==> src/rtl/time_set_controller.sv <==
// ---------------------------------------------------------------------------
// time_set_controller
//
// Purpose:
//   Sequencing controller that sits between the debounced button block and
//   the seconds counter. It lets the user freeze time and edit a copy of the
//   counter value in second/minute/hour/day steps. The edit is then either
//   committed with a one-cycle active-low load strobe, or abandoned. An
//   abandoned edit can come from a cancel button or from an inactivity
//   timeout.
//
// Ports:
//   clk          in   1  system clock
//   reset_n      in   1  synchronous, active-low reset
//   btn_mode     in   1  pulse: enter edit from RUN / advance field in EDIT
//   btn_inc      in   1  pulse: add the step of the selected field
//   btn_dec      in   1  pulse: subtract the step of the selected field
//   btn_ok       in   1  pulse: commit the edit
//   btn_cancel   in   1  pulse: abandon the edit
//   counter_in   in   N  live counter value, captured on edit entry
//   go           out  1  counter run enable
//   load_n       out  1  active-low load strobe to the counter
//   set_counter  out  N  value to load (the edit register)
//   field_sel    out  2  0=sec, 1=min, 2=hour, 3=day
//   editing      out  1  high while editing (EDIT and the LOAD cycle)
// ---------------------------------------------------------------------------
module time_set_controller #(
  parameter int N       = 64,
  parameter int TIMEOUT = 30000000,
  parameter int TW      = 25
) (
  input  logic         clk,
  input  logic         reset_n,
  input  logic         btn_mode,
  input  logic         btn_inc,
  input  logic         btn_dec,
  input  logic         btn_ok,
  input  logic         btn_cancel,
  input  logic [N-1:0] counter_in,
  output logic         go,
  output logic         load_n,
  output logic [N-1:0] set_counter,
  output logic [1:0]   field_sel,
  output logic         editing
);

  localparam logic [1:0]    S_RUN  = 2'd0;
  localparam logic [1:0]    S_EDIT = 2'd1;
  localparam logic [1:0]    S_LOAD = 2'd2;

  localparam logic [N-1:0]  MAX_VAL      = '1;
  localparam logic [TW-1:0] TIMEOUT_LAST = TW'(TIMEOUT - 1);

  logic [1:0]    r_state;
  logic          r_go;
  logic          r_load_n;
  logic [N-1:0]  r_edit;
  logic [1:0]    r_field_sel;
  logic          r_editing;
  logic [TW-1:0] r_timeout;

  logic [N-1:0]  w_step;
  logic [N-1:0]  w_inc_val;
  logic [N-1:0]  w_dec_val;
  logic          w_any_btn;
  logic          w_timed_out;

  // Step size, in seconds, of the currently selected field.
  always_comb begin
    w_step = N'(1);
    case (r_field_sel)
      2'd0:    w_step = N'(1);
      2'd1:    w_step = N'(60);
      2'd2:    w_step = N'(3600);
      default: w_step = N'(86400);
    endcase
  end

  // Saturating arithmetic. The guards are written so that they never wrap.
  // Checking against MAX_VAL - step avoids needing an N+1 bit carry.
  assign w_inc_val = (r_edit > (MAX_VAL - w_step)) ? MAX_VAL : (r_edit + w_step);
  assign w_dec_val = (r_edit < w_step) ? '0 : (r_edit - w_step);

  assign w_any_btn   = btn_mode | btn_inc | btn_dec | btn_ok | btn_cancel;
  // An idle cycle that would push the count past TIMEOUT-1 acts as cancel.
  // The full window is then exactly TIMEOUT cycles long.
  assign w_timed_out = (r_timeout == TIMEOUT_LAST) && !w_any_btn;

  always_ff @(posedge clk) begin
    if (!reset_n) begin
      r_state     <= S_RUN;
      r_go        <= 1'b0;
      r_load_n    <= 1'b1;
      r_edit      <= '0;
      r_field_sel <= 2'd0;
      r_editing   <= 1'b0;
      r_timeout   <= '0;
    end else begin
      case (r_state)
        S_RUN: begin
          r_load_n <= 1'b1;
          if (btn_mode) begin
            r_state     <= S_EDIT;
            r_edit      <= counter_in;
            r_go        <= 1'b0;
            r_field_sel <= 2'd0;
            r_editing   <= 1'b1;
            r_timeout   <= '0;
          end else begin
            r_go      <= 1'b1;
            r_editing <= 1'b0;
          end
        end

        S_EDIT: begin
          r_go     <= 1'b0;
          r_load_n <= 1'b1;
          r_timeout <= w_any_btn ? '0 : (r_timeout + TW'(1));
          if (btn_ok) begin
            r_state  <= S_LOAD;
            r_load_n <= 1'b0;
          end else if (btn_cancel || w_timed_out) begin
            // The counter was never loaded, so it resumes from its frozen value.
            r_state     <= S_RUN;
            r_go        <= 1'b1;
            r_editing   <= 1'b0;
            r_field_sel <= 2'd0;
            r_timeout   <= '0;
          end else if (btn_mode) begin
            r_field_sel <= r_field_sel + 2'd1;
          end else if (btn_inc && !btn_dec) begin
            r_edit <= w_inc_val;
          end else if (btn_dec && !btn_inc) begin
            r_edit <= w_dec_val;
          end
        end

        S_LOAD: begin
          // Single strobe cycle. Buttons pressed here are deliberately dropped.
          r_state     <= S_RUN;
          r_load_n    <= 1'b1;
          r_go        <= 1'b1;
          r_editing   <= 1'b0;
          r_field_sel <= 2'd0;
          r_timeout   <= '0;
        end

        default: begin
          r_state     <= S_RUN;
          r_go        <= 1'b0;
          r_load_n    <= 1'b1;
          r_editing   <= 1'b0;
          r_field_sel <= 2'd0;
          r_timeout   <= '0;
        end
      endcase
    end
  end

  assign go          = r_go;
  assign load_n      = r_load_n;
  assign set_counter = r_edit;
  assign field_sel   = r_field_sel;
  assign editing     = r_editing;

endmodule

==> config.mk <==
export PLATFORM = sky130hd
export DESIGN_NAME = time_set_controller
export DESIGN_NICKNAME = d
export VERILOG_FILES = /design/src/rtl/time_set_controller.sv
export SDC_FILE = /design/constraint.sdc
export NUM_CORES = 1
export LEC_CHECK = 0
export BUFFER_PORTS_ARGS = -buffer_cell sky130_fd_sc_hd__buf_2
export CAP_MARGIN = 30
export CORE_UTILIZATION = 40
export CTS_CLUSTER_DIAMETER = 100
export DETAILED_ROUTE_END_ITERATION = 7
export PLACE_DENSITY = 0.6
export SYNTH_ARGS = -nofsm -noshare
export SYNTH_HDL_FRONTEND = slang
export SYNTH_SLANG_ARGS = --single-unit
==> constraint.sdc <==
create_clock -name clk -period 7.8 [get_ports clk]
set_input_delay 0.39 -clock clk [delete_from_list [all_inputs] [get_ports clk]]
set_output_delay 0.39 -clock clk [all_outputs]
set_load 0.01 [all_outputs]
==> results of run 1 <==
-- logic make-up (layout without fill, tap and decap cells) --
family,Yosys count,after routing
flip-flops,96,96
adder cells (fa/ha/maj),36,36
AND/OR/NAND/NOR,592,592
AO/OA/AOI/OAI,448,448
buffers and inverters,148,207
multiplexers,8,8
XOR/XNOR,21,21
-- metal layers --
layer | share of wire [%] | wire length, microns
met5 | 0 | 0
met4 | 3.3 | 1280
met3 | 9.4 | 3670
met2 | 44 | 17300
met1 | 43 | 16900
-- power groups by stage --
| stage | Combinational, W | Clock (W) | Sequential (W) |
|---|---|---|---|
| after CTS | 0.000606 | 0.000489 | 0.000610 |
| after global routing | 0.000672 | 0.000503 | 0.000621 |
| after global placement | 0.000600 | 0 | 0.000621 |
| final | 0.000622 | 0.000481 | 0.000614 |
| after floorplan | 0.000423 | 0 | 0.000585 |
| after detailed placement | 0.000603 | 0 | 0.000621 |
-- registers in the layout (all words and copies together) (netlist names) --
register / cells
load_n: 1
r_state: 2
editing: 1
r_timeout: 25
field_sel: 2
set_counter: 64
go: 1
-- cell usage in the layout, fill, tap and decap left out, types with 9 or more instances in the layout --
| master | n |
|---|---|
| nand2_1 | 124 |
| inv_1 | 33 |
| a31oi_1 | 13 |
| and2_1 | 12 |
| dfxtp_1 | 96 |
| a21o_1 | 11 |
| nand3_1 | 56 |
| nand2b_1 | 18 |
| o221ai_1 | 24 |
| o21ai_0 | 93 |
| and3_1 | 26 |
| nor3_1 | 58 |
| ha_1 | 35 |
| o31ai_1 | 21 |
| a211oi_1 | 16 |
| a21oi_1 | 80 |
| clkbuf_16 | 9 |
| o211ai_1 | 30 |
| o21a_1 | 13 |
| or4_1 | 14 |
| nand4_1 | 25 |
| nor4_1 | 38 |
| o311ai_0 | 11 |
| nor2b_1 | 11 |
| or3_1 | 23 |
| buf_2 | 139 |
| xnor2_1 | 11 |
| buf_4 | 17 |
| a221o_1 | 9 |
| nor2_1 | 129 |
| xor2_1 | 10 |
| and4_1 | 10 |
-- cell type report --
type	count	share of cell area, %
multi-input cells	1105	66.1
flip-flops and latches	96	18.2
repair buffers	157	7.94
well taps	313	3.71
clock buffers	11	2.20
inverters	34	1.21
clock inverters	5	0.604
-- critical path: cells and delay by family (launching register included) --
family	cells	cell delay (ns)
DFF	1	0.42
adders and majority gates	2	0.80
AOI/OAI and AO/OA	6	1.75
buffers and inverters	2	0.65
and+or+nand+nor	2	1.16
-- stage by stage --
stage / std cells / instance area (sq um)
global route: 1721 / 10600
detailed placement: 1705 / 10300
floorplan: 1349 / 9460
finish: 1721 / 10600
CTS: 1721 / 10600
global placement: 1702 / 10200
-- worst paths after layout --
path | endpoint | slack (ns) | cells after the start
worst max-delay path | set_counter[0] | 2.91 | 12
worst min-delay path | load_n | 0.28 | 2
worst max register to register | set_counter[0] | 2.91 | 12
worst min register to register | r_timeout[24] | 0.49 | 2
==> out/metrics.yaml, run 1 <==
run_status:
  status: "completed"
global_route:
  grt_util_met2_pct: 49.1
  met1_usage_pct: 43.3
  overflow: 0
  grt_max_degree: 71
  met3_usage_pct: 6.19
  top_usage_layer: "met2"
  antenna_found_initial: 1
  grt_pass1_vias: 10300
  gr-usage-all-layers_pct: 31.8
  grt_pass1_wl_mm: 60.3
worst_setup_path:
  endpoint_kind: "flop"
  crit_start: "field_sel[1]"
  rr_startpoint: "field_sel[1]"
  cp_max_fo: 20
  cpMostUsedCell: "ha_1"
  path_cells: "ha_1 -> inv_1 -> ha_1 -> nor2b_1 -> o311ai_0 -> a31oi_1 -> o31ai_1 -> a2111oi_0 -> nand2b_1 -> buf_4 -> o221ai_1 -> a21oi_1"
  start_kind: "flop"
  slowest_delay_ns: 0.69
  crit_slowest_cell: "a2111oi_0"
  critPathArrivalTime_ns: 5.19
  critPathKind: "flop to flop"
  critPathRequiredTime_ns: 8.09
layout:
  drive_gt1_share_pct: 14.7
  fin_util_pct: 46.1
  area_growth_pct: 11.6
  diodes: 0
  multiInputGateArea_sq_um: 6980
  fin_nets: 1510
  num-fill-cells: 2426
  seq_area_sq_um: 1920
place:
  io_buffers: 139
  gp_congestion: 0.979
  place_ws_ns: 3.07
  place_hpwl_mm: 27.9
detailed_routing:
  drt_iter0_drc: 1122
  drc: 0
  wl_mm: 39.2
  via_per_inst: 6.62
  wl_per_cell_microns: 22.8
  postRouteAntennaNets: 0
  vias: 11400
  firstDrtPassIters: 5
floorplan:
  rows: 55
  die_h_microns: 156
  ioPinCount: 140
  die_x_microns: 156
  die-area_sq_um: 24300
  core_area_sq_um: 22900
  initial_core_util_pct: 41.3
synthesis:
  synth_top_cells_by_area: "dfxtp_1 (20%), nor2_1 (5.2%), o21ai_0 (4.9%)"
  synth-xor-area-share_pct: 1.94
  synthMuxAreaShare_pct: 0.886
  postSynthCellCount: 1349
  yosysTopAreaCell: "dfxtp_1"
  synth_nets: 1456
  yosysWarnings: 0
  yosys.area_share.simple_pct: 32.6
  syn_avg_cell_area_sq_um: 7.01
  synth-seq-area-share_pct: 20.3
  synth_cell_types: 85
  synth-seq-cells: 96
  synth_edf_count: 0
  synth_compound_area_share_pct: 33.1
  synthesis.area_sq_um: 9460
  synth.most_common_cell: "nor2_1"
  async_reset_ff_share_pct: 0
  yosys-top-cells-count: "nor2_1 (130), nand2_1 (124), dfxtp_1 (96)"
  synth-adder-area-share_pct: 4.76
  synth_ff_type: "dfxtp_1"
  yosysTopAreaCellShare_pct: 20.3
  synth_top_family_by_area: "compound AO/OA/AOI/OAI gates"
sta:
  clock-skew-final_ns: 0.00995
  hold_viol_final: 0
  fmax_mhz: 204
  worst_slack_ns: 2.91
  worst_slew_pin_slew_ns: 0.998
  relSlewSlack_pct: 33.5
  finalMaxSlewViolations: 0
  fin_tns_setup_ns: 0
  hold_slack_ns: 0.285
  rsz0062_at_grt: "false"
  finalCritPeriodShare_pct: 62.7
  fin_crit_ns: 4.89
  setup_viol: 0
cts:
  cts_made_buffers: 9
  postCtsSetupBuffers: 0
  cts-htree-levels: 3
  clkSinkCount: 96
  cts-root-buf: "clkbuf_16"
  cts.reportedPaths.clkPinSlew_ns: 0.08
  cts_hold_buf: 0
  cts.path.max_buffers: 2
  cts-resized-gates: 0
  clock_latency_ns: 0.37
  tritoncts: "done"
power_and_ir_drop:
  netSwitchingPower_w: 0.000717
  leakage_nw: 3.96
  ir_worst_vdd_mv: 0.0987
  clockPowerShare_pct: 28.0
  power.share.switching_pct: 41.7
  finalPower_w: 0.00172
  powerDensity_nw_per_um2: 163
  p_seq_share_pct: 35.8
  combPwrFrac_pct: 36.2
  intPower_w: 0.00100
min_path:
  hold_start: "btn_ok"
  hold_class: "primary input to flop"
flow_run:
  drv_cap: 0
Power figures use the tool's default switching activity.
==> run 2: changes to the inputs <==
--- a/config.mk
+++ b/config.mk
@@ -10,7 +10,7 @@
 export CORE_UTILIZATION = 40
 export CTS_CLUSTER_DIAMETER = 100
 export DETAILED_ROUTE_END_ITERATION = 7
-export PLACE_DENSITY = 0.6
+export PLACE_DENSITY = 0.63
 export SYNTH_ARGS = -nofsm -noshare
 export SYNTH_HDL_FRONTEND = slang
 export SYNTH_SLANG_ARGS = --single-unit
==> constraint.sdc (replaced) <==
create_clock -name clk -period 3.9 [get_ports clk]
set_input_delay 0.195 -clock clk [delete_from_list [all_inputs] [get_ports clk]]
set_output_delay 0.195 -clock clk [all_outputs]
set_load 0.01 [all_outputs]
==> run 2 against run 1 <==
First-iteration DRC count up 27%; register-to-register slack worse by 2.8 ns; critical path depth is 2 higher; power increased by 110%; global-route usage increased by 0.60 points; flip-flop and latch count unchanged; highest routed layer unchanged; die area stayed put; maximum frequency grew 30%; utilization rose by 3.1 points; count of clock-buffer cells in the layout decreased by 2; clock skew grew 0.0023 ns.
==> out/metrics.yaml, run 2 (synthesis gave the netlist of run 1 again) <==
layout:
  final_cell_mix: "buf_2 (139), nor2_1 (128), nand2_1 (124)"  # was buf_2 (139), nor2_1 (129), nand2_1 (124)
  drive_gt1_share_pct: 20.1  # was 14.7%
  largest_register_ffs: 64  # unchanged
  fin_cells: 1799  # was 1721
  diodes: 0  # unchanged
  fin_nets: 1588  # was 1510
  finalInstanceArea_sq_um: 11300  # was 10600 sq um
  area_growth_pct: 19.0  # was 11.6%
  mostFrequentLayoutCell: "buf_2"  # unchanged
sta:
  fmax_mhz: 265  # was 204 MHz
  rsz0062_at_grt: "false"  # unchanged
  clock-skew-final_ns: 0.0122  # was 0.00995 ns
  fin_crit_ns: 3.77  # was 4.89 ns
  setup_viol: 0  # unchanged
  finalCritPeriodShare_pct: 96.7  # was 62.7%
  relSlewSlack_pct: 36.1  # was 33.5%
  worst_slew_pin_slew_ns: 0.951  # was 0.998 ns
  fin_tns_setup_ns: 0  # unchanged
  finalMaxSlewViolations: 0  # unchanged
  hold_viol_final: 0  # unchanged
power_and_ir_drop:
  ir_worst_vdd_mv: 0.209  # was 0.0987 mV
  powerDensity_nw_per_um2: 324  # was 163 nW/um^2
  leakage_nw: 4.38  # was 3.96 nW
global_route:
  grt_pass1_vias: 10600  # was 10300
  overflow: 0  # unchanged
  grt_max_degree: 70  # was 71
  gr-usage-all-layers_pct: 32.4  # was 31.8%
  grt_pass1_wl_mm: 61.2  # was 60.3 mm
  antenna_found_initial: 0  # was 1
detailed_routing:
  wl_mm: 40.2  # was 39.2 mm
  postRouteAntennaNets: 0  # unchanged
  drc: 0  # unchanged
  firstDrtPassIters: 6  # was 5
  vias: 11900  # was 11400
  via_per_inst: 6.61  # was 6.62
  wl_per_cell_microns: 22.4  # was 22.8 microns
  drt_iter0_drc: 1430  # was 1122
cts:
  cts_made_buffers: 9  # unchanged
  cts-htree-levels: 3  # unchanged
  clkSinkCount: 96  # unchanged
  cts-root-buf: "clkbuf_16"  # unchanged
  cts.reportedPaths.clkPinSlew_ns: 0.08  # about the same
  cts.path.max_buffers: 2  # unchanged
  cts_hold_buf: 0  # unchanged
  tritoncts: "done"  # unchanged
  clock_latency_ns: 0.37  # about the same
min_path:
  hold_class: "primary input to flop"  # unchanged
worst_setup_path:
  critPathKind: "flop to flop"  # unchanged
  cp_max_fo: 18  # was 20
  critPathArrivalTime_ns: 4.03  # was 5.19 ns
  start_kind: "flop"  # unchanged
  endpoint_kind: "flop"  # unchanged
  ff2ff_setup_slack_ns: 0.13  # was 2.91 ns
  critPathRequiredTime_ns: 4.16  # was 8.09 ns
run_status:
  status: "completed"  # unchanged
place:
  io_buffers: 139  # unchanged
  placed_cell_area_sq_um: 10900  # was 10300 sq um
  dp.cells: 1783  # was 1705
  place_hpwl_mm: 29.2  # was 27.9 mm
  gp_congestion: 0.999  # was 0.979
floorplan:
  core_area_sq_um: 22900  # unchanged
  initial_core_util_pct: 41.3  # unchanged
  rows: 55  # unchanged
  die_h_microns: 156  # unchanged
  die-area_sq_um: 24300  # unchanged
  die_x_microns: 156  # unchanged
  ioPinCount: 140  # unchanged
flow_run:
  drv_cap: 0  # unchanged
run 2: cell count changes in the layout (fill, tap and decap cells not counted), sizes merged:
cell,before,now
inv,36,38
bufinv,1,2
clkbuf,11,9
clkinvlp,1,0
buf,157,235
run 2: metrics by stage:
step | utilization (%) | hold slack (ns) | power (W) | setup slack (ns)
floorplan | - | 0.288 | 0.00202 | 0.284
global placement | 47.5 | 0.468 | 0.00253 | 0.199
detailed placement | 47.5 | 0.467 | 0.00254 | 0.131
CTS | 48.9 | 0.0953 | 0.00360 | 0.0962
global route | 49.2 | 0.123 | 0.00380 | 0.0236
finish | 49.2 | 0.102 | 0.00365 | 0.130
run 2: layer usage:
layer	track usage [%]	up-vias	part of all wire, %
met3	5.22	91	10
met5	0	-	0
met2	50.9	722	44
li1	-	5467	-
met4	11.6	0	2.9
met1	44.4	5605	42
run 2: where the power goes:
group,switching (W),leakage [nW],total (W),internal [W]
sequential,0.000146,0.786,0.00120,0.00105
clock,0.000483,0.164,0.00106,0.000579
combinational,0.000866,3.43,0.00139,0.000524
total,0.00150,4.38,0.00365,0.00215
run 2: path summary, 6_finish.rpt:
path | from | endpoint | cells past startpoint
worst max-delay path | field_sel[1] | set_counter[36] | 14
worst min-delay path | btn_ok | load_n | 2
worst max register to register | field_sel[1] | set_counter[36] | 14
worst min register to register | r_timeout[23] | r_timeout[23] | 2
run 2: layout make-up:
| class | count | area, sq um |
|---|---|---|
| Fill cell | 2318 | 11700 |
| Multi-Input combinational cell | 1105 | 7030 |
| Sequential cell | 96 | 1920 |
| Timing Repair Buffer | 235 | 1450 |
| Tap cell | 313 | 392 |
| Clock buffer | 9 | 225 |
| Inverter | 34 | 128 |
| Clock inverter | 7 | 109 |
run 2: worst max-delay path: stages, from the launching register on:
cell and delay (ns):
dfxtp_1 0.36, inv_1 0.12, ha_1 0.24, inv_1 0.11, ha_1 0.45, nor4b_1 0.11
o311ai_0 0.63, a31oi_1 0.17, o31ai_1 0.34, a2111oi_2 0.14, buf_4 0.17, nor2_1 0.19
buf_12 0.21, o211ai_1 0.14, a32o_1 0.29
run 2: repair_timing:
item,CTS,global route
buffers inserted,0,0
hold endpoints to repair,0,0
resized for setup,0,15
endpoints found under the setup margin,0,60
